## config.mk

```make
export PLATFORM = sky130hd
export DESIGN_NAME = inst_encoder
export DESIGN_NICKNAME = d
export VERILOG_FILES = /design/src/rtl/inst_encoder.sv
export SDC_FILE = /design/constraint.sdc
export NUM_CORES = 1
export LEC_CHECK = 0
export CAP_MARGIN = 20
export CORE_ASPECT_RATIO = 0.75
export CORE_MARGIN = 2
export CORE_UTILIZATION = 49
export CTS_CLUSTER_DIAMETER = 30
export CTS_CLUSTER_SIZE = 24
export DETAILED_ROUTE_END_ITERATION = 6
export GPL_TIMING_DRIVEN = 0
export PLACE_DENSITY_LB_ADDON = 0.05
export SLEW_MARGIN = 20
export SYNTH_ARGS = -nofsm -noshare
export SYNTH_HDL_FRONTEND = slang
export SYNTH_SLANG_ARGS = --single-unit
```

## constraint.sdc

```tcl
create_clock -name clk -period 2.6 [get_ports clk]
set_input_delay 0.78 -clock clk [delete_from_list [all_inputs] [get_ports clk]]
set_output_delay 0.78 -clock clk [all_outputs]
set_load 0.02 [all_outputs]
```

## src/rtl/inst_encoder.sv

```systemverilog
// Streaming RISC-V instruction encoder: packs decoded fields into a 32-bit word,
// checks immediate range/alignment, and buffers {inst, addr, err} in a 2-entry FIFO.
module inst_encoder #(
  parameter int ADDR_W    = 8,
  parameter int BASE_ADDR = 0
) (
  input  logic              clk,
  input  logic              reset_n,
  input  logic              restart,
  input  logic              in_valid,
  output logic              in_ready,
  input  logic [2:0]        in_fmt,
  input  logic [6:0]        in_opcode,
  input  logic [4:0]        in_rd,
  input  logic [4:0]        in_rs1,
  input  logic [4:0]        in_rs2,
  input  logic [2:0]        in_funct3,
  input  logic [6:0]        in_funct7,
  input  logic [31:0]       in_imm,
  output logic              out_valid,
  input  logic              out_ready,
  output logic [31:0]       out_inst,
  output logic [ADDR_W-1:0] out_addr,
  output logic [1:0]        out_err,
  output logic [7:0]        err_count,
  output logic              addr_wrap
);

  localparam logic [31:0]       NOP  = 32'h0000_0013;
  localparam logic [ADDR_W-1:0] BASE = ADDR_W'(BASE_ADDR);

  // A signed value fits in N bits when all bits from N-1 upward are copies of the sign.
  function automatic logic sign_fits(input logic [31:0] v, input int n);
    logic [31:0] hi;
    hi = v >> (n - 1);
    return (hi == 32'h0000_0000) || (hi == (32'hFFFF_FFFF >> (n - 1)));
  endfunction

  logic [31:0]       raw_inst;
  logic [1:0]        enc_err;
  logic [31:0]       enc_inst;
  logic [ADDR_W-1:0] addr_cnt;
  logic              accept;
  logic              pop;
  logic              sk_valid;
  logic [31:0]       sk_inst;
  logic [ADDR_W-1:0] sk_addr;
  logic [1:0]        sk_err;

  assign in_ready = !(out_valid && sk_valid);
  assign accept   = in_valid && in_ready;
  assign pop      = out_valid && out_ready;

  // Field placement and fmt > range > alignment checks.
  always_comb begin
    raw_inst = 32'h0000_0000;
    enc_err  = 2'd0;
    case (in_fmt)
      3'd0: begin
        raw_inst = {in_funct7, in_rs2, in_rs1, in_funct3, in_rd, in_opcode};
        enc_err  = 2'd0;
      end
      3'd1: begin
        raw_inst = {in_imm[11:0], in_rs1, in_funct3, in_rd, in_opcode};
        if (!sign_fits(in_imm, 12)) enc_err = 2'd1;
        else                        enc_err = 2'd0;
      end
      3'd2: begin
        raw_inst = {in_imm[11:5], in_rs2, in_rs1, in_funct3, in_imm[4:0], in_opcode};
        if (!sign_fits(in_imm, 12)) enc_err = 2'd1;
        else                        enc_err = 2'd0;
      end
      3'd3: begin
        raw_inst = {in_imm[12], in_imm[10:5], in_rs2, in_rs1, in_funct3,
                    in_imm[4:1], in_imm[11], in_opcode};
        if (!sign_fits(in_imm, 13)) enc_err = 2'd1;
        else if (in_imm[0])         enc_err = 2'd2;
        else                        enc_err = 2'd0;
      end
      3'd4: begin
        raw_inst = {in_imm[31:12], in_rd, in_opcode};
        if (in_imm[11:0] != 12'h000) enc_err = 2'd2;
        else                         enc_err = 2'd0;
      end
      3'd5: begin
        raw_inst = {in_imm[20], in_imm[10:1], in_imm[11], in_imm[19:12], in_rd, in_opcode};
        if (!sign_fits(in_imm, 21)) enc_err = 2'd1;
        else if (in_imm[0])         enc_err = 2'd2;
        else                        enc_err = 2'd0;
      end
      default: begin
        raw_inst = 32'h0000_0000;
        enc_err  = 2'd3;
      end
    endcase
    if (enc_err != 2'd0) enc_inst = NOP;
    else                 enc_inst = raw_inst;
  end

  // Address counter, sticky wrap flag and saturating error count; restart wins.
  always_ff @(posedge clk or negedge reset_n) begin
    if (!reset_n) begin
      addr_cnt  <= BASE;
      addr_wrap <= 1'b0;
      err_count <= 8'd0;
    end else if (restart) begin
      addr_cnt  <= BASE;
      addr_wrap <= 1'b0;
      err_count <= 8'd0;
    end else if (accept) begin
      addr_cnt <= addr_cnt + {{(ADDR_W-1){1'b0}}, 1'b1};
      if (addr_cnt == {ADDR_W{1'b1}}) addr_wrap <= 1'b1;
      if (enc_err != 2'd0 && err_count != 8'hFF) err_count <= err_count + 8'd1;
    end
  end

  // Two-entry FIFO: the head lives directly in the output registers, sk_* is the second slot.
  always_ff @(posedge clk or negedge reset_n) begin
    if (!reset_n) begin
      out_valid <= 1'b0;
      out_inst  <= 32'h0000_0000;
      out_addr  <= {ADDR_W{1'b0}};
      out_err   <= 2'd0;
      sk_valid  <= 1'b0;
      sk_inst   <= 32'h0000_0000;
      sk_addr   <= {ADDR_W{1'b0}};
      sk_err    <= 2'd0;
    end else if (pop && sk_valid) begin
      out_inst <= sk_inst;
      out_addr <= sk_addr;
      out_err  <= sk_err;
      sk_valid <= accept;
      if (accept) begin
        sk_inst <= enc_inst;
        sk_addr <= addr_cnt;
        sk_err  <= enc_err;
      end
    end else if (pop || (accept && !out_valid)) begin
      out_valid <= accept;
      if (accept) begin
        out_inst <= enc_inst;
        out_addr <= addr_cnt;
        out_err  <= enc_err;
      end
    end else if (accept) begin
      sk_valid <= 1'b1;
      sk_inst  <= enc_inst;
      sk_addr  <= addr_cnt;
      sk_err   <= enc_err;
    end
  end

endmodule

```

# [Word level (Yosys, flattened, before mapping)]
# Cells that the tools add are included.
[totals] register_bits=103 out_inout_bits=53 inputBits=72 elab_cells=91
[op_classes] mux=37 eq_ne=11 add_sub_neg=2 bitwise=1 n_reduce_logical=29
[op_table] cell="2-to-1 mux 32 bit" n=7
[op_table] cell="case mux 32 bit (6 select lines)" n=1
[op_table] cell="zero test 32 bit" n=3
[op_table] cell="2-to-1 mux 8 bit" n=11
[op_table] cell="== test 21 bit, second input constant" n=1
[op_table] cell="== test 20 bit, second input constant" n=1
[op_table] cell="2-to-1 mux 2 bit" n=10
[op_table] cell="adder 8 x 1 -> 8 bit, second input constant" n=2
[op_table] cell="== test 12 bit, second input constant" n=1
[op_table] cell="nonzero test 12 bit" n=1
[op_table] cell="nonzero test 2 bit" n=6
[op_table] cell="case mux 2 bit (5 select lines)" n=1
[op_table] cell="AND reduction 2 bit" n=5
[op_table] cell="== test 8 bit, second input constant" n=1
[op_table] cell="!= test 8 bit, second input constant" n=1
[op_table] cell="2-to-1 mux 1 bit" n=7
[op_table] cell="== test 3 x 2 -> 1 bit, second input constant" n=2
[op_table] cell="== test 3 bit, second input constant" n=2
[op_table] cell="logical AND 1 bit" n=6
[op_table] cell="logical OR 1 bit" n=4
[op_table] cell="== test 3 x 1 -> 1 bit, second input constant" n=1
[op_table] cell="zero test 3 bit" n=1
[op_table] cell="zero test 1 bit" n=2
[op_table] cell="!= test 2 bit, second input constant" n=1
[op_table] cell="2 further kinds" n=2

# [Logic depth before layout (Yosys ltp)]
[depth] word_depth=9 ltp_mapped=10 mapped_depth_nobuf=8

# [Worst setup path before layout]
# Ideal clock, no wire load.
[synth_timing] path_type="input-to-reg" from="in in_imm[23]" to="reg out_inst[17]" arrival_ps=2258 setup_ps=126 cell_stages=9 n_path_buf=1 slack_ps=216 t_required_ps=2474 path_cell_list="nor4_1 -> and3_1 -> nand3_1 -> nand2_1 -> a41o_1 -> or2_4 -> buf_2 -> nor3_1 -> a221o_1"
[synth_between] elab_chain_cells=9 elab_cells_between_ends=18 cone_classes="eq/ne (3); mux (8); reduce/logical (7)"
[synth_lines] item="from (decl)" line="19" rtl="input logic [31:0] in_imm,"
[synth_lines] item="== test 21 bit (tied with other cells)" line="36" rtl="return (hi == 32'h0000_0000) || (hi == (32'hFFFF_FFFF >> (n - 1)));"
[synth_lines] item="logical OR 1 bit" line="36"
[synth_lines] item="2-to-1 mux 1 bit (tied with other cells)" line="65, 70"
[synth_lines] item="case mux 2 bit (5 select lines) *" line="58" rtl="case (in_fmt)"
[synth_lines] item="nonzero test 2 bit *" line="96" rtl="if (enc_err != 2'd0) enc_inst = NOP;"
[synth_lines] item="2-to-1 mux 32 bit *" line="96"
[synth_lines] item="2-to-1 mux 32 bit *" line="140" rtl="if (accept) begin"
[synth_lines] item="2-to-1 mux 32 bit *" line="138" rtl="end else if (pop || (accept && !out_valid)) begin"
[synth_lines] item="2-to-1 mux 32 bit *" line="128" rtl="end else if (pop && sk_valid) begin"
[synth_lines] item="to (signal assigned)" line="129" rtl="out_inst <= sk_inst;"
[synth_lines] item="to (signal assigned)" line="141" rtl="out_inst <= enc_inst;"
[synth_lines] item="to (decl)" line="22" rtl="output logic [31:0] out_inst,"
# Mark *: on every way between the ends. The rest lies on a longest branch, timed or not. The select of a mux whose other input is x is not followed.
# A chain may end at the register's enable or synchronous reset.

# [Final worst setup path]
[layout_timing] from="in in_imm[21]" to="reg sk_inst[19]"
[layout_between] elab_chain_cells=9 elab_cells_between_ends=18 cone_classes="eq/ne (3); mux (8); reduce/logical (7)"
[layout_lines] item="== test 21 bit (tied with other cells)" line="36"
[layout_lines] item="logical OR 1 bit" line="36"
[layout_lines] item="2-to-1 mux 1 bit (tied with other cells)" line="65, 70"
[layout_lines] item="case mux 2 bit (5 select lines) *" line="58"
[layout_lines] item="nonzero test 2 bit *" line="96"
[layout_lines] item="2-to-1 mux 32 bit *" line="96"
[layout_lines] item="2-to-1 mux 32 bit *" line="133, 145"
[layout_lines] item="2-to-1 mux 32 bit" line="138"
[layout_lines] item="2-to-1 mux 32 bit *" line="128"
[layout_lines] item="to (signal assigned)" line="134" rtl="sk_inst <= enc_inst;"
[layout_lines] item="to (signal assigned)" line="147" rtl="sk_inst <= enc_inst;"
[layout_lines] item="to (decl)" line="46" rtl="logic [31:0] sk_inst;"
# Marks and branches as above.

==> summary.md <==
| Metric | Value |
|---|---|
| Status | finished, final reports clean |
| Kind of launch point of the worst setup path | primary input |
| TritonCTS clock tree | built |
| Source of the worst register-to-register timing path | out_valid |
| DRC violation total after the first TritonRoute iteration | 411 |
| Post-DR wirelength/cell | 18.6 um |
| CTS Buf Count | 9 |
| Maximum number of pins on one net before global-route repair | 73 |
| Leakage power | 0.00288 uW |
| Critical-path cell with the highest stage delay | o211ai_1 |
| Mean number of vias per cell | 6.10 |
| Count of buffers from port buffering | 120 |
| Worst slew margin | 47.4% |
| Io pins | 125 |
| Number of hold violations in the final report | 0 |
| Register-to-register setup slack | 0.54 ns |
| Type of the setup path with the least slack | primary input to flip-flop |
| Count of placed standard cells including taps | 766 |
| Required time worst endpoint | 2.85 ns |
| Clock skew | 0.0106 ns |
| Die Wd | 120 um |
| Maximum operating frequency | 0.391 GHz |
| Post-Syn Area | 4970 um^2 |
| Final period demand of the worst path | 2.56 ns |
| Number of enable flip-flop cells after synthesis | 0 |
| Layout Nets | 724 |
| Initial antenna violation count | 0 |
| Number of antenna diodes | 0 |
| CTS H-Tree Depth | 3 |
| IR drop worst, VDD | 0.330 mV |
| Fin crit share | 98.3% |
| Fin. max-slew vios | 0 |
| Share of synthesized registers carrying an async set or reset | 100% |
| Type of element capturing the critical path | flip-flop |
| WL final | 14,600 um |
| DRC errors left | 0 |
| Site Rows | 31 |
| Clock Sink Count | 103 |
| DP HPWL | 10,500 um |
| Number of different library cells in the post-synthesis netlist | 42 |
| Core region area | 9770 um^2 |
| Final weighted congestion in routability-driven placement | 1.00 |
| Synth warnings | 0 |
| Y dimension of the die | 91.2 um |
| DR pass1 iterations | 7 |
| Worst hold path type | primary input to async pin |
| Vias in the first global route | 4,658 |
| Clock Pin Slew Worst Setup and Hold Paths | 0.07 ns |
| All-layer global routing usage | 27.4% |
| Clock latency of the later-clocked register in the worst-skew pair | 0.35 ns |
| Final Setup Violations | 0 |
| Net Count, Synth | 587 |
| Peak per-stage delay on the critical path | 0.30 ns |
| Cells after Synth | 513 |
| P per Cell Area | 646 nW/um^2 |
| Highest fanout seen on the critical path | 10 |
| Worst slack on hold paths | 0.303 ns |
| Sum of internal, switching and leakage power | 4380 uW |
| Overflow left after global routing | 0 |
| Clock root buffer | clkbuf_16 |
| Total of max-cap violations | 0 |
| Starting Density | 50.8% |
| Prevailing post-synth register cell | dfrtp_1 |
| Cell breakdown of the critical path | dlygate4sd2_1 -> nand4_1 -> nor3_4 -> a21oi_2 -> o211ai_1 -> o21ai_4 -> or2_4 -> buf_6 -> buf_8 -> o31ai_2 |
| Critical R2R Capture | addr_cnt[7] |
| Die area | 11,000 um^2 |
| Global-route wire length before repair | 23,700 um |
| Average size of a mapped cell | 9.68 um^2 |
| Synthesis-to-layout area growth | 36.7% |
| Actual slew at the worst max-slew pin | 0.789 ns |
| Final non-filler cell total | 787 |
| Total number of vias | 4,799 |
| Cell count of the worst reg-to-reg path | 6 |
| Portion of the post-synthesis area used by sequential elements | 51.9% |
| Core occupancy in the finished layout | 69.4% |
| Number of buffers on the longest clock path | 2 |
| Number of nets with antenna violations after routing | 0 |
| Data arrival time of the critical path | 2.81 ns |
| Layout cell share with drive strength beyond 1 | 13.3% |
| Flops & latches, synth | 103 |
cell usage after synthesis (3+ instances only):
| library cell | n | share of area, % |
|---|---|---|
| o31ai_2 | 10 | 2.5 |
| nand3_1 | 6 | 0.60 |
| nor2_1 | 35 | 2.6 |
| mux2_2 | 9 | 2.0 |
| nor4_1 | 9 | 1.1 |
| and3_1 | 4 | 0.50 |
| dfrtp_1 | 103 | 52 |
| buf_2 | 7 | 0.71 |
| o21ai_0 | 55 | 5.5 |
| a21oi_1 | 21 | 2.1 |
| xor2_1 | 4 | 0.71 |
| nor3_1 | 15 | 1.5 |
| o211ai_1 | 4 | 0.60 |
| clkbuf_1 | 25 | 1.9 |
| mux2i_1 | 3 | 0.60 |
| or3_1 | 6 | 0.76 |
| xnor2_1 | 3 | 0.53 |
| nand4_1 | 12 | 1.5 |
| o21ai_1 | 5 | 0.50 |
| o22ai_1 | 14 | 1.8 |
| a221o_1 | 12 | 2.4 |
| a22oi_1 | 51 | 7.7 |
| nand2_1 | 67 | 5.1 |
| inv_1 | 7 | 0.53 |
layout make-up:
cell class / count / area [um^2]
plain buffers: 36 / 171
clock buffers: 11 / 243
clock inverters: 5 / 57.6
fillers: 825 / 2990
inverters: 7 / 26.3
multi-input cells: 367 / 2340
flip-flops and latches: 103 / 2580
well taps: 132 / 165
repair buffers: 126 / 1210
state kept, by name, summed over array words and instances (netlist names):
register,cells
out_inst,32
out_addr,8
out_valid,1
out_err,2
sk_inst,32
addr_wrap,1
addr_cnt,8
err_count,8
sk_valid,1
sk_addr,8
sk_err,2
report_power, final:
part | internal, uW | total (uW) | leakage (uW) | switching, uW
Sequential | 1800 | 1930 | 0.00138 | 128
Combinational | 479 | 1100 | 0.00135 | 616
Clock | 773 | 1360 | 0.000149 | 586
Total | 3050 | 4380 | 0.00288 | 1330
timing repair:
item	in CTS	in global routing
hold buffers	0	0
cloned	0	0
setup buffers	4	1
endpoints found under the hold margin	0	0
gates resized for setup	42	44
endpoints found under the setup margin	72	75
pin swaps	14	10
worst max-delay path: cells and delay by family:
family / cells / cell delay (ns)
compound gates: 4 / 0.78
simple gates: 3 / 0.67
buf+inv: 3 / 0.56
placed cells by master, fill, tap and decap left out, drive strengths merged, types with 6 or more instances in the layout:
| master | netlist | layout |
|---|---|---|
| dfrtp | 103 | 103 |
| clkdlybuf4s50 | 0 | 87 |
| nand2 | 67 | 67 |
| o21ai | 60 | 60 |
| a22oi | 51 | 51 |
| clkbuf | 25 | 47 |
| nor2 | 37 | 37 |
| a21oi | 21 | 21 |
| buf | 11 | 17 |
| dlygate4sd2 | 0 | 16 |
| nor3 | 16 | 16 |
| o22ai | 14 | 14 |
| nand4 | 12 | 12 |
| a221o | 12 | 12 |
| o31ai | 12 | 12 |
| mux2 | 10 | 10 |
| nor4 | 9 | 9 |
| inv | 7 | 7 |
| or3 | 6 | 6 |
| nand3 | 6 | 6 |
metrics by stage:
stage | setup slack, ns | cell area [um^2] | TNS [ns]
after floorplan | 0.216 | 4970 | 0
after global placement | -3.05 | 6330 | -358.82
after detailed placement | -0.788 | 6360 | -49.00
after CTS | 0.0112 | 6720 | 0
after global routing | -0.0296 | 6790 | -0.310
final | 0.0437 | 6790 | 0
cells by family after synthesis:
family / count (synthesis) / share of synthesized area (%)
DFF: 103 / 51.9
adders and majority gates: 2 / 0.504
buffers and inverters: 43 / 3.73
xor gates and xnor gates: 7 / 1.23
AOI/OAI and AO/OA: 181 / 24.6
and+or+nand+nor: 164 / 15.1
muxes: 13 / 2.87
worst max path at each step:
stage,end,slack (ns),startpoint,depth (start not counted)
final,sk_inst[19],0.04,in_imm[21],10
after global routing,sk_inst[11],-0.03,in_imm[24],10
after CTS,sk_inst[16],0.01,in_imm[5],10
after detailed placement,out_inst[31],-0.79,in_imm[31],10
after global placement,out_inst[29],-3.05,reset_n,1
after floorplan,out_inst[17],0.22,in_imm[23],9
layer usage:
metal / vias to the layer above / routed length [um] / track usage [%]
met5: - / 0 / 0
li1: 2179 / - / -
met2: 199 / 6790 / 42.7
met4: 0 / 189 / 6.88
met1: 2396 / 6610 / 39.2
met3: 25 / 1040 / 5.97
No activity file was read; power rests on OpenSTA's default activity.
